### src/rtl/mul_iter_seq_pkg.sv
`default_nettype none
// +--------------------------------------------------------------------------+
// | mul_iter_seq_pkg : state encoding and latency constants for the sequencer |
// | rev 1.0                                                                  |
// +--------------------------------------------------------------------------+
package mul_iter_seq_pkg;

  typedef logic [2:0] seq_state_t;

  localparam seq_state_t S_IDLE    = 3'd0;
  localparam seq_state_t S_RD_OPS  = 3'd1;
  localparam seq_state_t S_LAT_OPS = 3'd2;
  localparam seq_state_t S_WR_TMP  = 3'd3;
  localparam seq_state_t S_RD_TMP  = 3'd4;
  localparam seq_state_t S_LAT_TMP = 3'd5;
  localparam seq_state_t S_WR_DST  = 3'd6;
  localparam seq_state_t S_DONE    = 3'd7;

  // done rises SEQ_FIXED_LAT + SEQ_ITER_LAT*N cycles after the start edge
  localparam int SEQ_FIXED_LAT = 4;
  localparam int SEQ_ITER_LAT  = 3;

endpackage
`default_nettype wire

### src/rtl/mul_iter_seq.sv
`default_nettype none
// +--------------------------------------------------------------------------+
// | mul_iter_seq : register-file sequencer computing dst = Rs^N * Rm          |
// | rev 1.0                                                                  |
// +--------------------------------------------------------------------------+
module mul_iter_seq
  import mul_iter_seq_pkg::*;
#(
  parameter int DW = 32,
  parameter int AW = 4,
  parameter int CW = 6
) (
  input  logic          clk,
  input  logic          rst_n,
  input  logic          start,
  input  logic [AW-1:0] src_a_addr,
  input  logic [AW-1:0] src_b_addr,
  input  logic [AW-1:0] tmp_addr,
  input  logic [AW-1:0] dst_addr,
  input  logic [CW-1:0] iter_n,
  output logic          busy,
  output logic          done,
  output logic [AW-1:0] in_address_1,
  output logic [AW-1:0] in_address_2,
  output logic [AW-1:0] in_address_3,
  output logic          read_enable_1,
  output logic          read_enable_2,
  output logic          read_enable_3,
  input  logic [DW-1:0] out_data_1,
  input  logic [DW-1:0] out_data_2,
  input  logic [DW-1:0] out_data_3,
  output logic [AW-1:0] write_address_3,
  output logic [AW-1:0] write_address_4,
  output logic          write_enable_3,
  output logic          write_enable_4,
  output logic [DW-1:0] write_data_3,
  output logic [DW-1:0] write_data_4,
  output logic [DW-1:0] mul_rs,
  output logic [DW-1:0] mul_rm,
  input  logic [DW-1:0] mul_result
);

  seq_state_t    state;
  seq_state_t    state_nxt;
  logic [CW-1:0] count;
  logic [AW-1:0] a_q;
  logic [AW-1:0] b_q;
  logic [AW-1:0] tmp_q;
  logic [AW-1:0] dst_q;

  // State, iteration count, latched addresses and multiplier operands
  always_ff @(posedge clk or negedge rst_n) begin
    if (!rst_n) begin
      state  <= S_IDLE;
      count  <= '0;
      a_q    <= '0;
      b_q    <= '0;
      tmp_q  <= '0;
      dst_q  <= '0;
      mul_rs <= '0;
      mul_rm <= '0;
    end else begin
      state <= state_nxt;
      case (state)
        S_IDLE: begin
          if (start) begin
            a_q   <= src_a_addr;
            b_q   <= src_b_addr;
            tmp_q <= tmp_addr;
            dst_q <= dst_addr;
            count <= iter_n;
          end
        end
        S_LAT_OPS: begin
          mul_rs <= out_data_1;
          mul_rm <= out_data_2;
        end
        S_LAT_TMP: begin
          mul_rm <= out_data_3;
          count  <= count - CW'(1);
        end
        default: ;
      endcase
    end
  end

  always_comb begin
    state_nxt = state;
    case (state)
      S_IDLE:    if (start) state_nxt = S_RD_OPS;
      S_RD_OPS:  state_nxt = S_LAT_OPS;
      S_LAT_OPS: state_nxt = (count == '0) ? S_WR_DST : S_WR_TMP;
      S_WR_TMP:  state_nxt = S_RD_TMP;
      S_RD_TMP:  state_nxt = S_LAT_TMP;
      // count is decremented on this same edge, so test against one
      S_LAT_TMP: state_nxt = (count == CW'(1)) ? S_WR_DST : S_WR_TMP;
      S_WR_DST:  state_nxt = S_DONE;
      S_DONE:    state_nxt = S_IDLE;
      default:   state_nxt = S_IDLE;
    endcase
  end

  always_comb begin
    busy            = (state != S_IDLE);
    done            = 1'b0;
    in_address_1    = '0;
    in_address_2    = '0;
    in_address_3    = '0;
    read_enable_1   = 1'b0;
    read_enable_2   = 1'b0;
    read_enable_3   = 1'b0;
    write_address_3 = '0;
    write_address_4 = '0;
    write_enable_3  = 1'b0;
    write_enable_4  = 1'b0;
    write_data_3    = '0;
    write_data_4    = '0;
    case (state)
      S_RD_OPS: begin
        read_enable_1 = 1'b1;
        read_enable_2 = 1'b1;
        in_address_1  = a_q;
        in_address_2  = b_q;
      end
      S_WR_TMP: begin
        write_enable_3  = 1'b1;
        write_address_3 = tmp_q;
        write_data_3    = mul_result;
      end
      S_RD_TMP: begin
        read_enable_3 = 1'b1;
        in_address_3  = tmp_q;
      end
      S_WR_DST: begin
        write_enable_4  = 1'b1;
        write_address_4 = dst_q;
        write_data_4    = mul_rm;
      end
      S_DONE:  done = 1'b1;
      default: ;
    endcase
  end

endmodule
`default_nettype wire

### config.mk
export PLATFORM = sky130hd
export DESIGN_NAME = mul_iter_seq
export DESIGN_NICKNAME = d
export VERILOG_FILES = /design/src/rtl/mul_iter_seq_pkg.sv /design/src/rtl/mul_iter_seq.sv
export SDC_FILE = /design/constraint.sdc
export NUM_CORES = 1
export LEC_CHECK = 0
export CAP_MARGIN = 20
export CORE_MARGIN = 10
export CORE_UTILIZATION = 36
export CTS_CLUSTER_DIAMETER = 150
export DETAILED_ROUTE_END_ITERATION = 8
export PLACE_DENSITY = 0.8
export SLEW_MARGIN = 20
export SYNTH_ARGS = -nofsm -noshare
export SYNTH_HDL_FRONTEND = slang
export SYNTH_SLANG_ARGS = --single-unit
### constraint.sdc
create_clock -name clk -period 1.71 [get_ports clk]
set_input_delay 0.171 -clock clk [delete_from_list [all_inputs] [get_ports clk]]
set_output_delay 0.171 -clock clk [all_outputs]
set_load 0.03 [all_outputs]
==> flow_summary.ini <==
[run_status]
status = finished with violations
violations = negative setup slack

[setup_path]
crit_buf_inv = 3
cpMostUsedCell = buf_6
path_cells = buf_4 > nor3_4 > buf_6 > and2_1 > buf_6
r2r_slack_ns = 0.08
critPathCaptureType = output pin
startpoint_type = flip-flop
rr_worst_depth = 5
cpMaxStageDelayCell = dfrtp_2
worstPathMaxFanout = 18
worstPathArrival_ns = 1.68
cpPeakStageDelay_ns = 0.44
crit_type = flip-flop to output pin
reg2reg_from = state[0]$_DFFE_PN0P_
crit_family = buffers and inverters
cp.required_ns = 1.54
worst_r2r_endpoint = count[0]$_DFFE_PN0P_

[clocking]
cts.sinks = 89
cts_max_level = 3
cts_tree = done
cts.clk_slew.worst_paths_ns = 0.06
insertion_delay_ns = 0.34
numCtsBuffers = 9
cts.path.max_buffers = 2
root_buffer = clkbuf_16

[logic_synthesis]
ys_top_cells_by_area = dfrtp_1 50%, and2_1 11%, mux2i_1 7.4%, mux2_1 7.3%, nand2_1 7.1%
synth_common_cells = 89 x dfrtp_1, 84 x nand2_1, 80 x and2_1, 33 x mux2i_1, 32 x o21ai_1
synth_mux_area_share_pct = 15.8
synth_top_cell_by_area = dfrtp_1
synth-xor-area-share_pct = 0.197
synth_edf_count = 0
synthFlopType = dfrtp_1
synth_top_family_by_area = simple AND/OR/NAND/NOR gates
synth_most_common_cell = dfrtp_1
yosys.area.top_type_share_pct = 50.1
synthCells = 432
synthSimpleGateAreaFrac_pct = 22.6
ys_seq_elements = 89
async_reset_ff_share_pct = 100
synth_cell_types = 38
synth_warnings = 0
synth_fa_ha_area_share_pct = 0.563
synth.cell_area_sq_um = 4450
synth_fp_nets = 587
synth-compound-area-share_pct = 6.25
avgSynthCellArea_sq_um = 10.3
synth_seq_area_share_pct = 50.1

[sta]
fmax_mhz = 541
report.final.slew_viol_count = 0
rsz0062_at_grt = true
slew_headroom_pct = 52.5
finalCritPeriodShare_pct = 108
setup_slack_ns = -0.139
fin_crit_ns = 1.85
clock_skew_ns = 0.00629
setup_violations = 73
worst_pin_slew_ns = 0.712
hold_viol = 0

[die]
io_pins = 308
die_x_um = 131
die_area_sq_um = 17200
start_util_pct = 36.9
row_count = 40
core-area_sq_um = 12100
fp.dieH_um = 131

[grt]
overflow = 0
antenna_found_initial = 0
grt_max_degree = 55
grt_usage_pct = 21.1
grt_pass1_wl_um = 29300
grt_pass1_vias = 4809

[hold_path]
hold_path_class = primary input to flip-flop
hold_path_end = b_q[3]$_DFFE_PN0P_
min-delay-start = src_b_addr[3]
min_path_cells = 3

[layout]
diodes = 0
synthToLayoutAreaGrowth_pct = 94.7
fillers = 826
nNetsFinal = 908
drive_gt1_share_pct = 28.9
utilization_pct = 71.8

[route]
route.detailed.drc = 0
drt-initial-drc-count = 314
ant_nets = 0
vias = 4515
vias_per_cell = 4.88
finalWirelength_um = 19400
dr.pass1.iters = 5
wl_per_cell_um = 20.9

[power_and_ir_drop]
p_leak_uw = 0.00377
total_power_uw = 16200
p_per_area_nw_per_um2 = 1880
vdd_drop_max_mv = 1.13

[place]
place.gp.congestion = 0.828
portBuffers = 307
pre_cts_ws_ns = -0.0571
hpwl_um = 14200

[flow_run]
drv_cap = 0
[final cells by class]
type | count | area (sq um) | share of cell area, %
clock inverter | 6 | 90.1 | 1.04
timing repair buffer | 340 | 3660 | 42.2
tap | 168 | 210 | 2.43
multi-input combinational | 308 | 2210 | 25.5
clock buffer | 10 | 239 | 2.76
sequential | 89 | 2230 | 25.8
inverter | 5 | 18.8 | 0.217
[worst max-delay path by stage]
stage | end | cells past startpoint | start | slack [ns]
after floorplan | write_address_3[0] | 5 | state[1]$_DFFE_PN0P_ | 0.03
after global placement | count[0]$_DFFE_PN0P_ | 5 | start | -0.03
after detailed placement | count[0]$_DFFE_PN0P_ | 5 | start | -0.06
after CTS | write_data_3[11] | 6 | state[2]$_DFFE_PN0P_ | -0.08
after global routing | write_data_3[29] | 5 | state[2]$_DFFE_PN0P_ | -0.22
final | write_data_3[28] | 5 | state[2]$_DFFE_PN0P_ | -0.14
[cell families after synthesis]
kind of cell	after synthesis
XOR/XNOR	1
multiplexers	66
buffers and inverters	35
adder cells (fa/ha/maj)	2
AND/OR/NAND/NOR	193
AO/OA/AOI/OAI	46
flip-flops	89
[layout by cell type (no fill, tap or decap), types with 17 or more instances in the layout]
cell type and n:
buf_6 79, dfrtp_1 86, buf_12 17, mux2_1 29
mux2i_1 33, and2_4 61, and2_1 19, buf_4 22
clkdlybuf4s50_1 215, o21ai_1 32, nand2_1 84
[power by group]
| group | switching [uW] | internal (uW) | total (uW) |
|---|---|---|---|
| clock | 855 | 1330 | 2180 |
| sequential | 779 | 3200 | 3980 |
| combinational | 5430 | 4650 | 10100 |
| total | 7060 | 9180 | 16200 |
[state kept, by name (all words and copies together) (netlist names)]
signal and count:
state 3, mul_rs 32, mul_rm 32, tmp_q 4, b_q 4, dst_q 4
a_q 4, count 6
[per-stage QoR]
step           instances  TNS [ns]  instance area [sq um]  hold WS, ns
2_1_floorplan        432         0                   4450       -0.125
3_3_place_gp         895   -0.0366                   7660        0.235
3_5_place_dp         895    -0.121                   7660        0.241
4_1_cts              926     -4.04                   8450        0.346
5_1_grt              926    -10.77                   8660        0.357
6_report             926     -5.57                   8660        0.359
[worst register-to-register path, cell delays in order (launching register included)]
cell and delay [ns]:
dfrtp_2 0.44, buf_6 0.13, or4b_4 0.56, buf_12 0.18, o22ai_1 0.14, a31oi_1 0.06
[layer usage]
layer	vias to the layer above	track usage [%]	part of all wire, %
met3	23	6.25	6.7
met5	-	0	0
li1	2087	-	-
met2	180	37.2	52
met4	0	6.13	1.8
met1	2225	24.1	39
[what timing repair did]
item | in CTS | in global routing
endpoints found under the setup margin | 89 | 115
hold buffers | 1 | 0
resized for setup | 99 | 64
pin swaps | 8 | 7
gates cloned | 4 | 1
endpoints found under the hold margin | 65 | 0
buffers inserted | 10 | 1
(Power assumes the default switching activity.)
